$ cat config.mk
export PLATFORM = sky130hd
export DESIGN_NAME = lock_rst_seq
export DESIGN_NICKNAME = d
export VERILOG_FILES = /design/src/rtl/clk_rst_pkg.sv /design/src/rtl/sync_2ff.sv /design/src/rtl/lock_rst_seq.sv
export SDC_FILE = /design/constraint.sdc
export NUM_CORES = 1
export LEC_CHECK = 0
export ABC_CLOCK_PERIOD_IN_PS = 2000
export BUFFER_PORTS_ARGS = -buffer_cell sky130_fd_sc_hd__clkbuf_2
export CORE_ASPECT_RATIO = 0.75
export CORE_MARGIN = 2
export CORE_UTILIZATION = 45
export DETAILED_ROUTE_END_ITERATION = 10
export PLACE_DENSITY = 0.77
export REMOVE_ABC_BUFFERS = 1
export SLEW_MARGIN = 20
export SYNTH_ARGS = -nofsm -noshare
export SYNTH_HDL_FRONTEND = slang
export SYNTH_SLANG_ARGS = --single-unit
$ cat constraint.sdc
create_clock -name clkIn -period 2 [get_ports clkIn]
set_clock_uncertainty 0.1 [all_clocks]
set_input_delay 0.1 -clock clkIn [delete_from_list [all_inputs] [get_ports clkIn]]
set_output_delay 0.1 -clock clkIn [all_outputs]
set_load 0.03 [all_outputs]
$ cat src/rtl/clk_rst_pkg.sv
// clk_rst_pkg: shared state encoding and default timing constants for lock supervision
package clk_rst_pkg;
  typedef enum logic [2:0] {MMCM_RST, WAIT_LOCK, HOLD, RUN, FAIL} lockSeqState_t;
  localparam int DEF_NUM_LOCKS = 2;
  localparam int DEF_LOCK_HOLD_CYCLES = 1024;
  localparam int DEF_LOCK_TIMEOUT_CYCLES = 100000;
  localparam int DEF_MMCM_RST_CYCLES = 16;
  localparam int DEF_MAX_RETRIES = 3;
endpackage

$ cat src/rtl/sync_2ff.sv
// sync_2ff: two-flop synchronizer for asynchronous level inputs
module sync_2ff #(
  parameter int WIDTH = 1
) (
  input  logic             clkIn,
  input  logic             rstIn,
  input  logic [WIDTH-1:0] dIn,
  output logic [WIDTH-1:0] qOut
);
  logic [WIDTH-1:0] meta;
  always_ff @(posedge clkIn or posedge rstIn)
    if (rstIn) begin
      meta <= '0;
      qOut <= '0;
    end else begin
      meta <= dIn;
      qOut <= meta;
    end
endmodule

$ cat src/rtl/lock_rst_seq.sv
// lock_rst_seq: MMCM reset/lock supervisor that releases fabric reset after stable lock
module lock_rst_seq
  import clk_rst_pkg::*;
#(
  parameter int NUM_LOCKS           = DEF_NUM_LOCKS,
  parameter int LOCK_HOLD_CYCLES    = DEF_LOCK_HOLD_CYCLES,
  parameter int LOCK_TIMEOUT_CYCLES = DEF_LOCK_TIMEOUT_CYCLES,
  parameter int MMCM_RST_CYCLES     = DEF_MMCM_RST_CYCLES,
  parameter int MAX_RETRIES         = DEF_MAX_RETRIES
) (
  input  logic                               clkIn,
  input  logic                               rstIn,
  input  logic [NUM_LOCKS-1:0]               lockedIn,
  output logic                               mmcmRstOut,
  output logic                               rstLclOut,
  output logic                               allLockedOut,
  output logic                               lockLossOut,
  output logic                               failOut,
  output logic [$clog2(MAX_RETRIES+1)-1:0]   retryCntOut
);
  localparam int CNT_A   = LOCK_TIMEOUT_CYCLES > LOCK_HOLD_CYCLES ? LOCK_TIMEOUT_CYCLES : LOCK_HOLD_CYCLES;
  localparam int CNT_MAX = CNT_A > MMCM_RST_CYCLES ? CNT_A : MMCM_RST_CYCLES;
  localparam int CW      = $clog2(CNT_MAX + 1);
  localparam int RW      = $clog2(MAX_RETRIES + 1);
  lockSeqState_t state, stateNext;
  logic [CW-1:0] cnt;
  logic [RW-1:0] retryNext;
  logic [NUM_LOCKS-1:0] lockedSync;
  logic allLocked, canRetry;
  sync_2ff #(.WIDTH(NUM_LOCKS)) uSync (
    .clkIn (clkIn),
    .rstIn (rstIn),
    .dIn   (lockedIn),
    .qOut  (lockedSync)
  );
  assign allLocked = &lockedSync;
  assign canRetry  = retryCntOut < RW'(MAX_RETRIES);
  // all-locked is tested before the timeout so a lock arriving on the last wait cycle still counts
  always_comb begin
    stateNext = state;
    retryNext = retryCntOut;
    case (state)
      MMCM_RST: stateNext = (cnt == CW'(MMCM_RST_CYCLES - 1)) ? WAIT_LOCK : MMCM_RST;
      WAIT_LOCK:
        if (allLocked) stateNext = HOLD;
        else if (cnt == CW'(LOCK_TIMEOUT_CYCLES - 1)) begin
          stateNext = canRetry ? MMCM_RST : FAIL;
          retryNext = canRetry ? retryCntOut + 1'b1 : retryCntOut;
        end
      HOLD:
        if (!allLocked) stateNext = WAIT_LOCK;
        else if (cnt == CW'(LOCK_HOLD_CYCLES - 1)) begin
          stateNext = RUN;
          retryNext = '0;
        end
      RUN: stateNext = allLocked ? RUN : MMCM_RST;
      default: stateNext = FAIL;
    endcase
  end
  // outputs are decoded from the next state so they change on the same edge as the state
  always_ff @(posedge clkIn or posedge rstIn)
    if (rstIn) begin
      state        <= MMCM_RST;
      cnt          <= '0;
      mmcmRstOut   <= 1'b1;
      rstLclOut    <= 1'b1;
      allLockedOut <= 1'b0;
      lockLossOut  <= 1'b0;
      failOut      <= 1'b0;
      retryCntOut  <= '0;
    end else begin
      state        <= stateNext;
      cnt          <= (stateNext == state) ? cnt + 1'b1 : '0;
      mmcmRstOut   <= stateNext == MMCM_RST;
      rstLclOut    <= stateNext != RUN;
      allLockedOut <= stateNext == RUN;
      failOut      <= stateNext == FAIL;
      lockLossOut  <= lockLossOut | (state == RUN && !allLocked);
      retryCntOut  <= retryNext;
    end
endmodule

# [After elaboration in Yosys (flattened, before gate mapping)]
# Cells that the tools add are included.
[totals] input_bits=4 output_inout_bits=7 word_cells=51 reg_bits=31
[classes] reduce_logical=7 n_bitwise=1 magnitude_cmp=1 n_eq_ne=15 add_sub_neg=2 mux=15
[ops] cell="$add A17 B1 Y17 const B" n=1
[ops] cell="$eq A17 B10 Y1 const B" n=1
[ops] cell="$eq A17 B17 Y1 const B" n=1
[ops] cell="$eq A17 B4 Y1 const B" n=1
[ops] cell="$mux W17" n=1
[ops] cell="$mux W3" n=5
[ops] cell="$mux W2" n=6
[ops] cell="$pmux W3 S4" n=1
[ops] cell="$ne A2 B2 Y1 const B" n=5
[ops] cell="$eq A3 B2 Y1 const B" n=3
[ops] cell="$logic_not A3 Y1" n=2
[ops] cell="$reduce_and A6 Y1" n=1
[ops] cell="$pmux W2 S2" n=1
[ops] cell="$eq A3 B1 Y1 const B" n=1
[ops] cell="$eq A3 B3 Y1" n=1
[ops] cell="$eq A3 B3 Y1 const B" n=1
[ops] cell="$ne A3 B2 Y1 const B" n=1
[ops] cell="$add A2 B1 Y2 const B" n=1
[ops] cell="$lt A2 B2 Y1 const B" n=1
[ops] cell="$reduce_and A2 Y1" n=1
[ops] cell="$reduce_bool A2 Y1" n=1
[ops] cell="$logic_and A1 B1 Y1" n=1
[ops] cell="$logic_not A1 Y1" n=1
[ops] cell="$mux W1" n=1
[ops] cell="$or A1 B1 Y1" n=1

# [Depth between registers and ports, before layout]
[logic_depth] word_depth=7 mapped_depth=7 mapped_depth_nobuf=6

# [Hierarchy]
# Synthesis repeated with hierarchy kept, for this count alone.
[hier_totals] cells_unflattened=143 area_unflattened_um2=1617.8
[by_module_without_submodules] module="lock_rst_seq" cells_per_inst=138 seq_area_each_um2=678.2 n_inst=1 area_per_inst_um2=1514.0
[by_module_without_submodules] module="sync_2ff" cells_per_inst=5 seq_area_each_um2=100.1 n_inst=1 area_per_inst_um2=103.8

# [Least setup slack after synthesis]
# No wires, ideal clock.
[synth_path] path_kind="reg2reg" from="register cnt[0]" to="register cnt[0]" path_buffers=1 setup_time_ns=0.087 path_stages_with_launch=8 setup_slack_ns=-0.136 period_less_slack_ns=2.136 t_required_ns=1.813 arrival_ns=1.949 cell_sequence="dfrtp_1 -> ha_1 -> and3_1 -> and3_4 -> a21boi_2 -> or4_4 -> buf_6 -> a211oi_2"
[synth_via] elab_chain_len=6
[synth_rtl] element="from (decl)" line="lock_rst_seq.sv:26" text="logic [CW-1:0] cnt;"
[synth_rtl] element="from (signal assigned)" line="lock_rst_seq.sv:73" text="cnt <= (stateNext == state) ? cnt + 1'b1 : '0;"
[synth_rtl] element="$eq A17 B10 Y1 or $eq A17 B17 Y1 (tied branches)" line="lock_rst_seq.sv:52, lock_rst_seq.sv:46"
[synth_rtl] element="$mux W3, on equally long branches" line="lock_rst_seq.sv:52, lock_rst_seq.sv:46"
[synth_rtl] element="$mux W3, on equally long branches" line="lock_rst_seq.sv:51, lock_rst_seq.sv:45"
[synth_rtl] element="$pmux W3 S4" line="lock_rst_seq.sv:42" text="case (state)"
[synth_rtl] element="$eq A3 B3 Y1" line="lock_rst_seq.sv:73"
[synth_rtl] element="$mux W17 (*)" line="lock_rst_seq.sv:73"
# Mark *: on every way between the ends. The rest lies on a longest branch, timed or not.
# A chain may end at the register's enable or synchronous reset.

# [Final worst setup path]
[layout_path] from="register state[2]" to="register cnt[4]"
[layout_via] elab_chain_len=5
[layout_rtl] element="from (decl)" line="lock_rst_seq.sv:25" text="lockSeqState_t state, stateNext;"
[layout_rtl] element="from (signal assigned)" line="lock_rst_seq.sv:72" text="state <= stateNext;"
[layout_rtl] element="$mux W3, on equally long branches" line="lock_rst_seq.sv:52, lock_rst_seq.sv:46"
[layout_rtl] element="$mux W3, on equally long branches" line="lock_rst_seq.sv:51, lock_rst_seq.sv:45"
[layout_rtl] element="$pmux W3 S4" line="lock_rst_seq.sv:42"
[layout_rtl] element="$eq A3 B3 Y1 (*)" line="lock_rst_seq.sv:73"
[layout_rtl] element="$mux W17 (*)" line="lock_rst_seq.sv:73"
# Marks and branches as above.

==> impl_metrics.tcl <==
set metrics [dict create \
    status "finished with violations" \
    violations "setup timing" \
    synth-seq-area-share 0.475 \
    nets 221 \
    synth_area_per_cell_um2 10.8 \
    clock_latency_ns 0.29 \
    yosysUniqueCellTypes 38 \
    final_cell_mix "45 x buf_4, 29 x dfrtp_1, 13 x a211oi_2" \
    synthFlopType "dfrtp_1" \
    period_needed_ns 2.16 \
    synth.area.top_cells "dfrtp_1 44%, xnor2_1 5.9%, a211oi_2 5.3%, a211oi_1 4.1%, nand4_1 3.4%" \
    final_area_um2 2400 \
    p_leak_nw 1.02 \
    switching_share 0.371 \
    pwr-share-comb 0.384 \
    grt_pass1_wl_um 7620 \
    clkPwrFrac 0.252 \
    ys_ff_latch 31 \
    end_kind "flip-flop" \
    dr.first_iter.drc_count 203 \
    first_global_vias 1492 \
    maxSlewHeadroom 0.541 \
    cts-root-buf "clkbuf_8" \
    ir_drop_uv 664 \
    busiest_layer "met1" \
    grtUsageMet1 0.365 \
    portBuffers 10 \
    vias 1598 \
    gp_congestion 1.06 \
    grt_overflow 0 \
    synth-edff-count 0 \
    synthArstFlopShare 1.00 \
    fmax_ghz 0.462 \
    ys.warnings.count 0 \
    die_area_um2 4150 \
    rsz0062_at_grt "true" \
    p_per_area_nw_per_um2 858 \
    cts_max_level 2 \
    core_area_um2 3380 \
    pre_cts_slack_ns -0.457 \
    critPathKind "reg -> reg" \
    cts.clk_slew.worst_paths_ns 0.07 \
    die_x_um 73.7 \
    critPathArrivalTime_ns 2.26 \
    dr.pass1.iters 4 \
    maxSlewViolCount 0 \
    clock_sinks 31 \
    drc 0 \
    layout-drive-gt1-share 0.523 \
    tightest_slew_ns 0.684 \
    cts_made_buffers 5 \
    syn_inst 152 \
    met2_usage 0.357 \
    worstPathMaxFanout 8 \
    hold_viol 0 \
    required_ns 2.10 \
    hp-class "reg -> reg" \
    min_period_over_period 1.08 \
    final-setup-viol-count 9 \
    mostFrequentLayoutCell "buf_4" \
    start_util 0.485 \
    synth_top_area_frac 0.443 \
    grt_use_total 0.247 \
    die_height_um 56.3 \
    clockBufferDepth 2 \
    drt_wl_total_um 5260 \
    power_frac_seq 0.364 \
    startpoint_type "flip-flop" \
    internal_power_mw 1.30 \
    switching_power_mw 0.766 \
    synth_top_area_cell "dfrtp_1" \
    antenna_found_initial 0 \
    synth_area_um2 1640 \
    syn_to_final_growth_pct 46.6 \
    post_drt_via_cell_ratio 6.24 \
    ant_nets 0 \
    grt_max_degree 32 \
    post_drt_wl_per_cell_um 20.5 \
    finalWorstSetupSlack_ns -0.164 \
    cts_tree "yes" \
    antenna_cells 0 \
    use_met3 0.0592 \
    place_area_um2 1980 \
    rows 18 \
    detailed_place_hpwl_um 3130 \
    ios 11 \
    maxCapViolations 0 \
]
==> routing by layer <==
metal | part of all wire | vias to the layer above | wire [um]
met5 | 0 | - | 0
met4 | 0.040 | 0 | 212
met3 | 0.070 | 28 | 368
met2 | 0.45 | 87 | 2390
met1 | 0.44 | 787 | 2290
li1 | - | 696 | -
==> power by group through the flow <==
| stage | Sequential [mW] | Clock (mW) | Combinational (mW) |
|---|---|---|---|
| 2_1_floorplan | 0.818 | 0 | 0.274 |
| 3_3_place_gp | 0.749 | 0 | 0.548 |
| 3_5_place_dp | 0.756 | 0 | 0.573 |
| 4_1_cts | 0.747 | 0.513 | 0.628 |
| 5_1_grt | 0.758 | 0.544 | 0.839 |
| 6_report | 0.751 | 0.519 | 0.793 |
==> final timing paths <==
check | start | to | cells past startpoint | slack [ns]
worst max-delay path | state[2] | cnt[4] | 7 | -0.16
worst min-delay path | uSync.meta[0] | uSync.qOut[0] | 0 | 0.25
worst max register to register | state[2] | cnt[4] | 7 | -0.16
worst min register to register | uSync.meta[0] | uSync.qOut[0] | 0 | 0.25
max in group asynchronous | rstIn | mmcmRstOut | 4 | 1.15
min in group asynchronous | rstIn | cnt[13] | 4 | 0.33
==> critical path, cell delays in order (launching register included) <==
cell and delay, ns:
dfrtp_1 0.45, buf_4 0.17, nand2b_2 0.24, nor4_4 0.42, buf_4 0.20, o31ai_4 0.08
buf_12 0.15, a211oi_2 0.24
==> final cells by class <==
cell class	instances	area, um^2
Clock inverter	3	23.8
Sequential cell	31	778
Timing Repair Buffer	63	483
Tap cell	40	50.0
Clock buffer	5	68.8
Inverter	4	15.0
Multi-Input combinational cell	110	985
Fill cell	231	975
==> synth_stat cells (all sizes together) (2+ instances only) <==
| master | instances |
|---|---|
| a211oi | 16 |
| a21oi | 3 |
| a31o | 3 |
| and3 | 4 |
| buf | 4 |
| clkbuf | 4 |
| dfrtp | 29 |
| dfstp | 2 |
| ha | 2 |
| inv | 4 |
| nand2 | 8 |
| nand2b | 3 |
| nand3 | 7 |
| nand4 | 9 |
| nor2 | 9 |
| nor2b | 2 |
| nor3 | 9 |
| nor4 | 5 |
| o22ai | 2 |
| or4 | 2 |
| xnor2 | 11 |
| xor2 | 5 |
==> metrics by stage <==
stage               total power [mW]  setup TNS, ns  hold slack (ns)  utilization  std cells
finish                          2.06          -1.11            0.250        0.711        256
global route                    2.14          -1.95            0.258        0.711        256
floorplan                       1.09          -5.06           0.0314            -        144
CTS                             1.89          -1.00            0.253        0.653        247
detailed placement              1.33          -6.59           0.0914        0.585        231
global placement                1.30          -4.00           0.0658        0.585        231
==> registers in the layout (all words and copies together) (netlist names) <==
register	flops
rstLclOut	1
failOut	1
lockLossOut	1
retryCntOut	2
uSync.qOut	2
uSync.meta	2
mmcmRstOut	1
cnt	17
allLockedOut	1
state	3
==> timing repair <==
item | CTS | global route
hold buffers | 3 | 0
gates cloned | 1 | 1
gates resized for setup | 14 | 26
pin swaps | 13 | 16
setup endpoints to repair | 22 | 23
setup buffers | 4 | 8
hold endpoints to repair | 31 | 0
==> cell families after synthesis <==
group | after synthesis | share of synthesized area
and+or+nand+nor | 61 | 0.225
DFF | 31 | 0.475
AOI/OAI and AO/OA | 29 | 0.159
xor gates and xnor gates | 16 | 0.0855
buffers and inverters | 12 | 0.0343
adders and majority gates | 2 | 0.0153
muxes | 1 | 0.00611
Note: power is estimated with default switching activity, not from simulation.
